### src/rtl/num_matrix_loader.sv
// -----------------------------------------------------------------------------
// num_matrix_loader
//
// Reads a matrix out of the separator's number RAM and streams its elements
// with a valid/ready handshake. The RAM layout is {rows, cols, e0, e1, ...},
// where the elements are stored row-major.
//
// Optional build macro:
//   LOADER_TRANSPOSE_EN - emit elements column-major instead of row-major.
//                         The RAM addressing is the same in both modes.
//
// Ports:
//   clk, rst         clock, asynchronous active-high reset
//   sep_done         separator finished; a rising edge in IDLE starts a load
//   sep_invalid      separator rejected the payload (sampled on the start edge)
//   sep_num_count    number of words the separator stored
//   rd_addr/rd_data  number-RAM read port (data valid 1 cycle after address)
//   m_data/m_row/m_col/m_valid/m_ready/m_last
//                    element stream
//   dim_rows/dim_cols latched header dimensions
//   clear            returns from DONE/ERR to IDLE
//   busy/done/error/err_code
//                    status (01 invalid, 10 bad dims, 11 count mismatch)
// -----------------------------------------------------------------------------
module num_matrix_loader #(
    parameter int unsigned DATA_WIDTH = 32,
    parameter int unsigned ADDR_WIDTH = 11,
    parameter int unsigned MAX_DIM    = 32
) (
    input  logic                  clk,
    input  logic                  rst,
    input  logic                  sep_done,
    input  logic                  sep_invalid,
    input  logic [10:0]           sep_num_count,
    output logic [ADDR_WIDTH-1:0] rd_addr,
    input  logic [DATA_WIDTH-1:0] rd_data,
    output logic [DATA_WIDTH-1:0] m_data,
    output logic [7:0]            m_row,
    output logic [7:0]            m_col,
    output logic                  m_valid,
    input  logic                  m_ready,
    output logic                  m_last,
    output logic [7:0]            dim_rows,
    output logic [7:0]            dim_cols,
    input  logic                  clear,
    output logic                  busy,
    output logic                  done,
    output logic                  error,
    output logic [1:0]            err_code
);

    typedef enum logic [3:0] {
        IDLE, HDR0, HDR1, CHECK, FETCH, CAP, OUT, DONE, ERR
    } state_t;

    state_t                  r_state;
    logic                    r_sep_prev;
    logic [ADDR_WIDTH-1:0]   r_rd_addr;
    logic [DATA_WIDTH-1:0]   r_m_data;
    logic [7:0]              r_row;
    logic [7:0]              r_col;
    logic                    r_m_valid;
    logic                    r_m_last;
    logic [7:0]              r_dim_rows;
    logic [7:0]              r_dim_cols;
    logic                    r_busy;
    logic                    r_done;
    logic                    r_error;
    logic [1:0]              r_err_code;

    logic                    w_start;
    logic [7:0]              w_cols_hdr;
    logic [15:0]             w_prod_hdr;
    logic                    w_dim_bad;
    logic                    w_cnt_bad;
    logic                    w_row_end;
    logic                    w_col_end;
    logic                    w_is_last;
    logic [7:0]              w_nrow;
    logic [7:0]              w_ncol;
    logic [15:0]             w_nprod;
    logic [16:0]             w_next_addr;

    assign w_start = sep_done & ~r_sep_prev;

    // The column count arrives on rd_data during CHECK, so the checks use it
    // directly while it is being latched into dim_cols.
    assign w_cols_hdr = rd_data[7:0];
    assign w_prod_hdr = {8'b0, r_dim_rows} * {8'b0, w_cols_hdr};
    assign w_dim_bad  = (r_dim_rows == 8'd0) || (w_cols_hdr == 8'd0) ||
                        (32'(r_dim_rows) > MAX_DIM) || (32'(w_cols_hdr) > MAX_DIM);
    assign w_cnt_bad  = {6'b0, sep_num_count} != (17'd2 + {1'b0, w_prod_hdr});

    assign w_row_end = (r_row == r_dim_rows - 8'd1);
    assign w_col_end = (r_col == r_dim_cols - 8'd1);
    assign w_is_last = w_row_end && w_col_end;

`ifdef LOADER_TRANSPOSE_EN
    assign w_nrow = w_row_end ? 8'd0 : r_row + 8'd1;
    assign w_ncol = w_row_end ? r_col + 8'd1 : r_col;
`else
    assign w_ncol = w_col_end ? 8'd0 : r_col + 8'd1;
    assign w_nrow = w_col_end ? r_row + 8'd1 : r_row;
`endif

    // Address of the element that follows the current handshake.
    assign w_nprod     = {8'b0, w_nrow} * {8'b0, r_dim_cols};
    assign w_next_addr = 17'd2 + {1'b0, w_nprod} + {9'b0, w_ncol};

    always_ff @(posedge clk or posedge rst) begin
        if (rst) begin
            r_state    <= IDLE;
            r_sep_prev <= 1'b0;
            r_rd_addr  <= '0;
            r_m_data   <= '0;
            r_row      <= '0;
            r_col      <= '0;
            r_m_valid  <= 1'b0;
            r_m_last   <= 1'b0;
            r_dim_rows <= '0;
            r_dim_cols <= '0;
            r_busy     <= 1'b0;
            r_done     <= 1'b0;
            r_error    <= 1'b0;
            r_err_code <= '0;
        end else begin
            // Tracked in every state, so edges outside IDLE are consumed.
            r_sep_prev <= sep_done;
            case (r_state)
                IDLE: begin
                    if (w_start) begin
                        r_row <= '0;
                        r_col <= '0;
                        if (sep_invalid) begin
                            r_state    <= ERR;
                            r_error    <= 1'b1;
                            r_err_code <= 2'b01;
                        end else begin
                            r_state    <= HDR0;
                            r_busy     <= 1'b1;
                            r_dim_rows <= '0;
                            r_dim_cols <= '0;
                            r_rd_addr  <= '0;
                        end
                    end
                end
                HDR0: begin
                    r_rd_addr <= ADDR_WIDTH'(1);
                    r_state   <= HDR1;
                end
                HDR1: begin
                    r_dim_rows <= rd_data[7:0];
                    r_state    <= CHECK;
                end
                CHECK: begin
                    r_dim_cols <= w_cols_hdr;
                    if (w_dim_bad) begin
                        r_state    <= ERR;
                        r_busy     <= 1'b0;
                        r_error    <= 1'b1;
                        r_err_code <= 2'b10;
                    end else if (w_cnt_bad) begin
                        r_state    <= ERR;
                        r_busy     <= 1'b0;
                        r_error    <= 1'b1;
                        r_err_code <= 2'b11;
                    end else begin
                        r_state   <= FETCH;
                        r_rd_addr <= ADDR_WIDTH'(2);
                    end
                end
                FETCH: begin
                    r_state <= CAP;
                end
                CAP: begin
                    r_m_data  <= rd_data;
                    r_m_last  <= w_is_last;
                    r_m_valid <= 1'b1;
                    r_state   <= OUT;
                end
                OUT: begin
                    if (m_ready) begin
                        r_m_valid <= 1'b0;
                        r_m_last  <= 1'b0;
                        if (w_is_last) begin
                            r_state <= DONE;
                            r_busy  <= 1'b0;
                            r_done  <= 1'b1;
                        end else begin
                            r_row     <= w_nrow;
                            r_col     <= w_ncol;
                            r_rd_addr <= w_next_addr[ADDR_WIDTH-1:0];
                            r_state   <= FETCH;
                        end
                    end
                end
                DONE: begin
                    if (clear) begin
                        r_state <= IDLE;
                        r_done  <= 1'b0;
                    end
                end
                ERR: begin
                    if (clear) begin
                        r_state    <= IDLE;
                        r_error    <= 1'b0;
                        r_err_code <= '0;
                    end
                end
                default: begin
                    r_state <= IDLE;
                end
            endcase
        end
    end

    assign rd_addr  = r_rd_addr;
    assign m_data   = r_m_data;
    assign m_row    = r_row;
    assign m_col    = r_col;
    assign m_valid  = r_m_valid;
    assign m_last   = r_m_last;
    assign dim_rows = r_dim_rows;
    assign dim_cols = r_dim_cols;
    assign busy     = r_busy;
    assign done     = r_done;
    assign error    = r_error;
    assign err_code = r_err_code;

endmodule

### config.mk
export PLATFORM = sky130hd
export DESIGN_NAME = num_matrix_loader
export DESIGN_NICKNAME = d
export VERILOG_FILES = /design/src/rtl/num_matrix_loader.sv
export SDC_FILE = /design/constraint.sdc
export NUM_CORES = 1
export LEC_CHECK = 0
export BUFFER_PORTS_ARGS = -buffer_cell sky130_fd_sc_hd__buf_2
export CORE_MARGIN = 4
export CORE_UTILIZATION = 30
export CTS_CLUSTER_SIZE = 25
export DETAILED_ROUTE_END_ITERATION = 8
export PLACE_DENSITY = 0.57
export SLEW_MARGIN = 15
export SYNTH_ARGS = -nofsm -noshare
export SYNTH_HDL_FRONTEND = slang
export SYNTH_SLANG_ARGS = --single-unit
### constraint.sdc
create_clock -name clk -period 8.6 [get_ports clk]
set_clock_uncertainty 0.2 [all_clocks]
set_input_delay 1.72 -clock clk [delete_from_list [all_inputs] [get_ports clk]]
set_output_delay 1.72 -clock clk [all_outputs]
set_load 0.02 [all_outputs]
==> flow_summary.ini <==
[placed_design]
dp_hpwl_um = 17600
io_buffers = 130
pre_cts_slack_ns = 1.33
place_congestion = 0.817

[synthesis]
yosysMostFrequentCell = inv_1
synth_nets = 1096
synthCells = 910
netlist.area_leader.share = 0.255
yosysSeqAreaShare = 0.255
ys_warn_count = 0
synthDistinctLibCells = 69
yosys-top-cells-count = 121 x inv_1, 102 x nand2_1, 87 x dfrtp_1, 74 x fa_1, 63 x ha_1
ys.flop_type = dfrtp_1
yosysTopAreaCell = dfrtp_1
netlist_area_sq_um = 8550
synth_edf_count = 0
avgSynthCellArea_sq_um = 9.39
synthArstFlopShare = 1.00
synth_seq_cells = 87
synth_area_leaders = dfrtp_1 25%, fa_1 17%, ha_1 9.2%

[layout]
fin_nets = 1203
drive_gt1_frac = 0.205
synthToLayoutAreaGrowth_pct = 15.5
seqCellArea_sq_um = 2180
fill_cells = 2912
antennaDiodeCount = 0
multi_input_area_sq_um = 5740
final_core_util = 0.353

[critical_path]
cp.required_ns = 8.68
slowest_delay_ns = 0.67
crit_fanout = 14
r2r_start = dim_cols[0]$_DFFE_PP0P_
endpoint_kind = register
critical_path_class = register to register
worst-r2r-cell-count = 25
r2r_slack_ns = 1.53
startpoint_type = register
crit_slowest_cell = dfrtp_1
r2r_end = rd_addr[10]$_DFFE_PP0P_
crit_start = dim_cols[0]$_DFFE_PP0P_
critPathArrivalTime_ns = 7.14

[power]
netSwitchingFraction = 0.497
vdd_ir_drop_max_v = 0.000183
p_int_uw = 1480
power_leakage_uw = 0.00497
p_clk_frac = 0.140
p_seq_frac = 0.216
switchingPower_uw = 1470
p_comb_frac = 0.644
power_density_nw_per_um2 = 299

[detailed_routing]
wirelength_um = 22800
wl_per_cell_um = 16.3
vias = 6706
ant_nets = 0
drt-initial-drc-count = 416
drcViolationCount = 0
routed_via_density = 4.79
dr.pass1.iters = 7

[job]
maxCapViolCount = 0

[floorplan]
io_pins = 131
rows = 61
fp.coreArea_sq_um = 27900
fp.dieH_um = 177
die-area_sq_um = 31300
start_util = 0.306
die_x_um = 177

[timing]
setup_viol = 0
post-route-period-util = 0.822
post-route-min-period_ns = 7.07
setup_slack_ns = 1.53
whs_ns = 0.289
relSlewSlack = 0.264
slew_viol_final = 0
rsz0062_at_grt = false
worst_pin_slew_ns = 1.10
tns_ns = 0
max_freq_ghz = 0.142
finalHoldViolCount = 0

[cts]
post-cts-setup-buffer-count = 0
cts_root_buf = clkbuf_16
cts_tree = yes
clock_sinks = 87
cts_max_level = 3
clkLatencyLatePin_ns = 0.36
cts_buffer_depth = 2
cts-buffers-inserted = 9
postCtsHoldBufs = 0
post_cts_resized = 0
cts.clk_slew.worst_paths_ns = 0.08

[grt]
use_met1 = 0.217
grt_pass1_wl_um = 37700
globalRouteMet2Util = 0.234
grt.total_usage = 0.151
antenna_found_initial = 1
top_usage_layer = met2
grt_pass1_vias = 6941
grt_max_degree = 61
grt_overflow = 0
use_met3 = 0.0327

[min_path]
whs_path_depth = 2
hp-start = err_code[1]$_DFFE_PP0P_
hold_end = err_code[1]$_DFFE_PP0P_
hp-class = register to register

[run_status]
status = finished, final reports clean
power groups by stage:
| stage | sequential [uW] | clock (uW) | combinational, uW |
|---|---|---|---|
| after floorplan | 582 | 0 | 1520 |
| after global placement | 645 | 0 | 1890 |
| after detailed placement | 644 | 0 | 1910 |
| after CTS | 636 | 424 | 1930 |
| after global routing | 654 | 442 | 2180 |
| final | 637 | 412 | 1900 |
critical path: cells and delay by family (launching register included):
kind	cells	cell delay [ns]
fa+ha+maj	6	2.71
compound gates	4	0.58
buf+inv	4	0.29
flops	1	0.67
simple gates	7	1.33
xor+xnor	4	1.19
worst max path at each step:
stage / end / slack, ns / depth (start not counted)
floorplan: rd_addr[0]$_DFFE_PP0P_ / 1.81 / 18
global placement: rd_addr[0]$_DFFE_PP0P_ / 1.45 / 17
detailed placement: rd_addr[0]$_DFFE_PP0P_ / 1.33 / 17
CTS: rd_addr[10]$_DFFE_PP0P_ / 1.49 / 25
global route: rd_addr[10]$_DFFE_PP0P_ / 1.10 / 26
finish: rd_addr[10]$_DFFE_PP0P_ / 1.53 / 25
per-stage QoR:
step	total power (uW)	cells	instance area, sq um
3_5_place_dp	2550	1384	9560
5_1_grt	3270	1400	9870
3_3_place_gp	2540	1384	9560
6_report	2950	1400	9870
4_1_cts	2990	1400	9870
2_1_floorplan	2100	910	8550
sequential cells by signal (all words and copies together), names as in the netlist:
signal	cells
m_data	32
busy	1
r_sep_prev	1
error	1
dim_rows	8
m_valid	1
m_last	1
m_col	8
r_state	4
err_code	2
m_row	8
rd_addr	11
done	1
dim_cols	8
layout by cell type, fill, tap and decap left out, types with 7 or more instances in the layout:
cell type,n
buf_2,130
inv_1,120
nand2_1,102
dfrtp_1,87
fa_1,74
ha_1,63
and2_1,54
xnor2_1,39
mux2_2,35
a22o_1,29
o21ai_0,27
nor2_1,24
a21oi_1,22
xor2_1,20
nand2b_1,18
nor3_1,16
nand3_1,16
nor2b_1,9
clkbuf_16,9
and3_1,8
buf_4,8
a21o_1,7
o21ai_1,7
o21a_1,7
per-layer routing:
layer,wire length (um),vias to the layer above
met4,352,2
met5,7,-
met2,10300,155
met1,11000,3305
met3,1120,30
li1,-,3214
layout make-up:
type	instances	share of cell area
Clock inverter	7	0.00900
Multi-Input combinational cell	660	0.582
Timing Repair Buffer	138	0.0720
Clock buffer	9	0.0228
Tap cell	378	0.0479
Sequential cell	87	0.220
Inverter	121	0.0462
cell families (layout without fill, tap and decap cells):
family / Yosys count / count (layout) / synth area share
xor+xnor: 61 / 61 / 0.0657
mux: 40 / 40 / 0.0520
flops: 87 / 87 / 0.255
simple gates: 279 / 279 / 0.169
compound gates: 143 / 143 / 0.119
fa+ha+maj: 137 / 137 / 0.266
buf+inv: 163 / 275 / 0.0744
No activity file was read; power rests on OpenSTA's default activity.
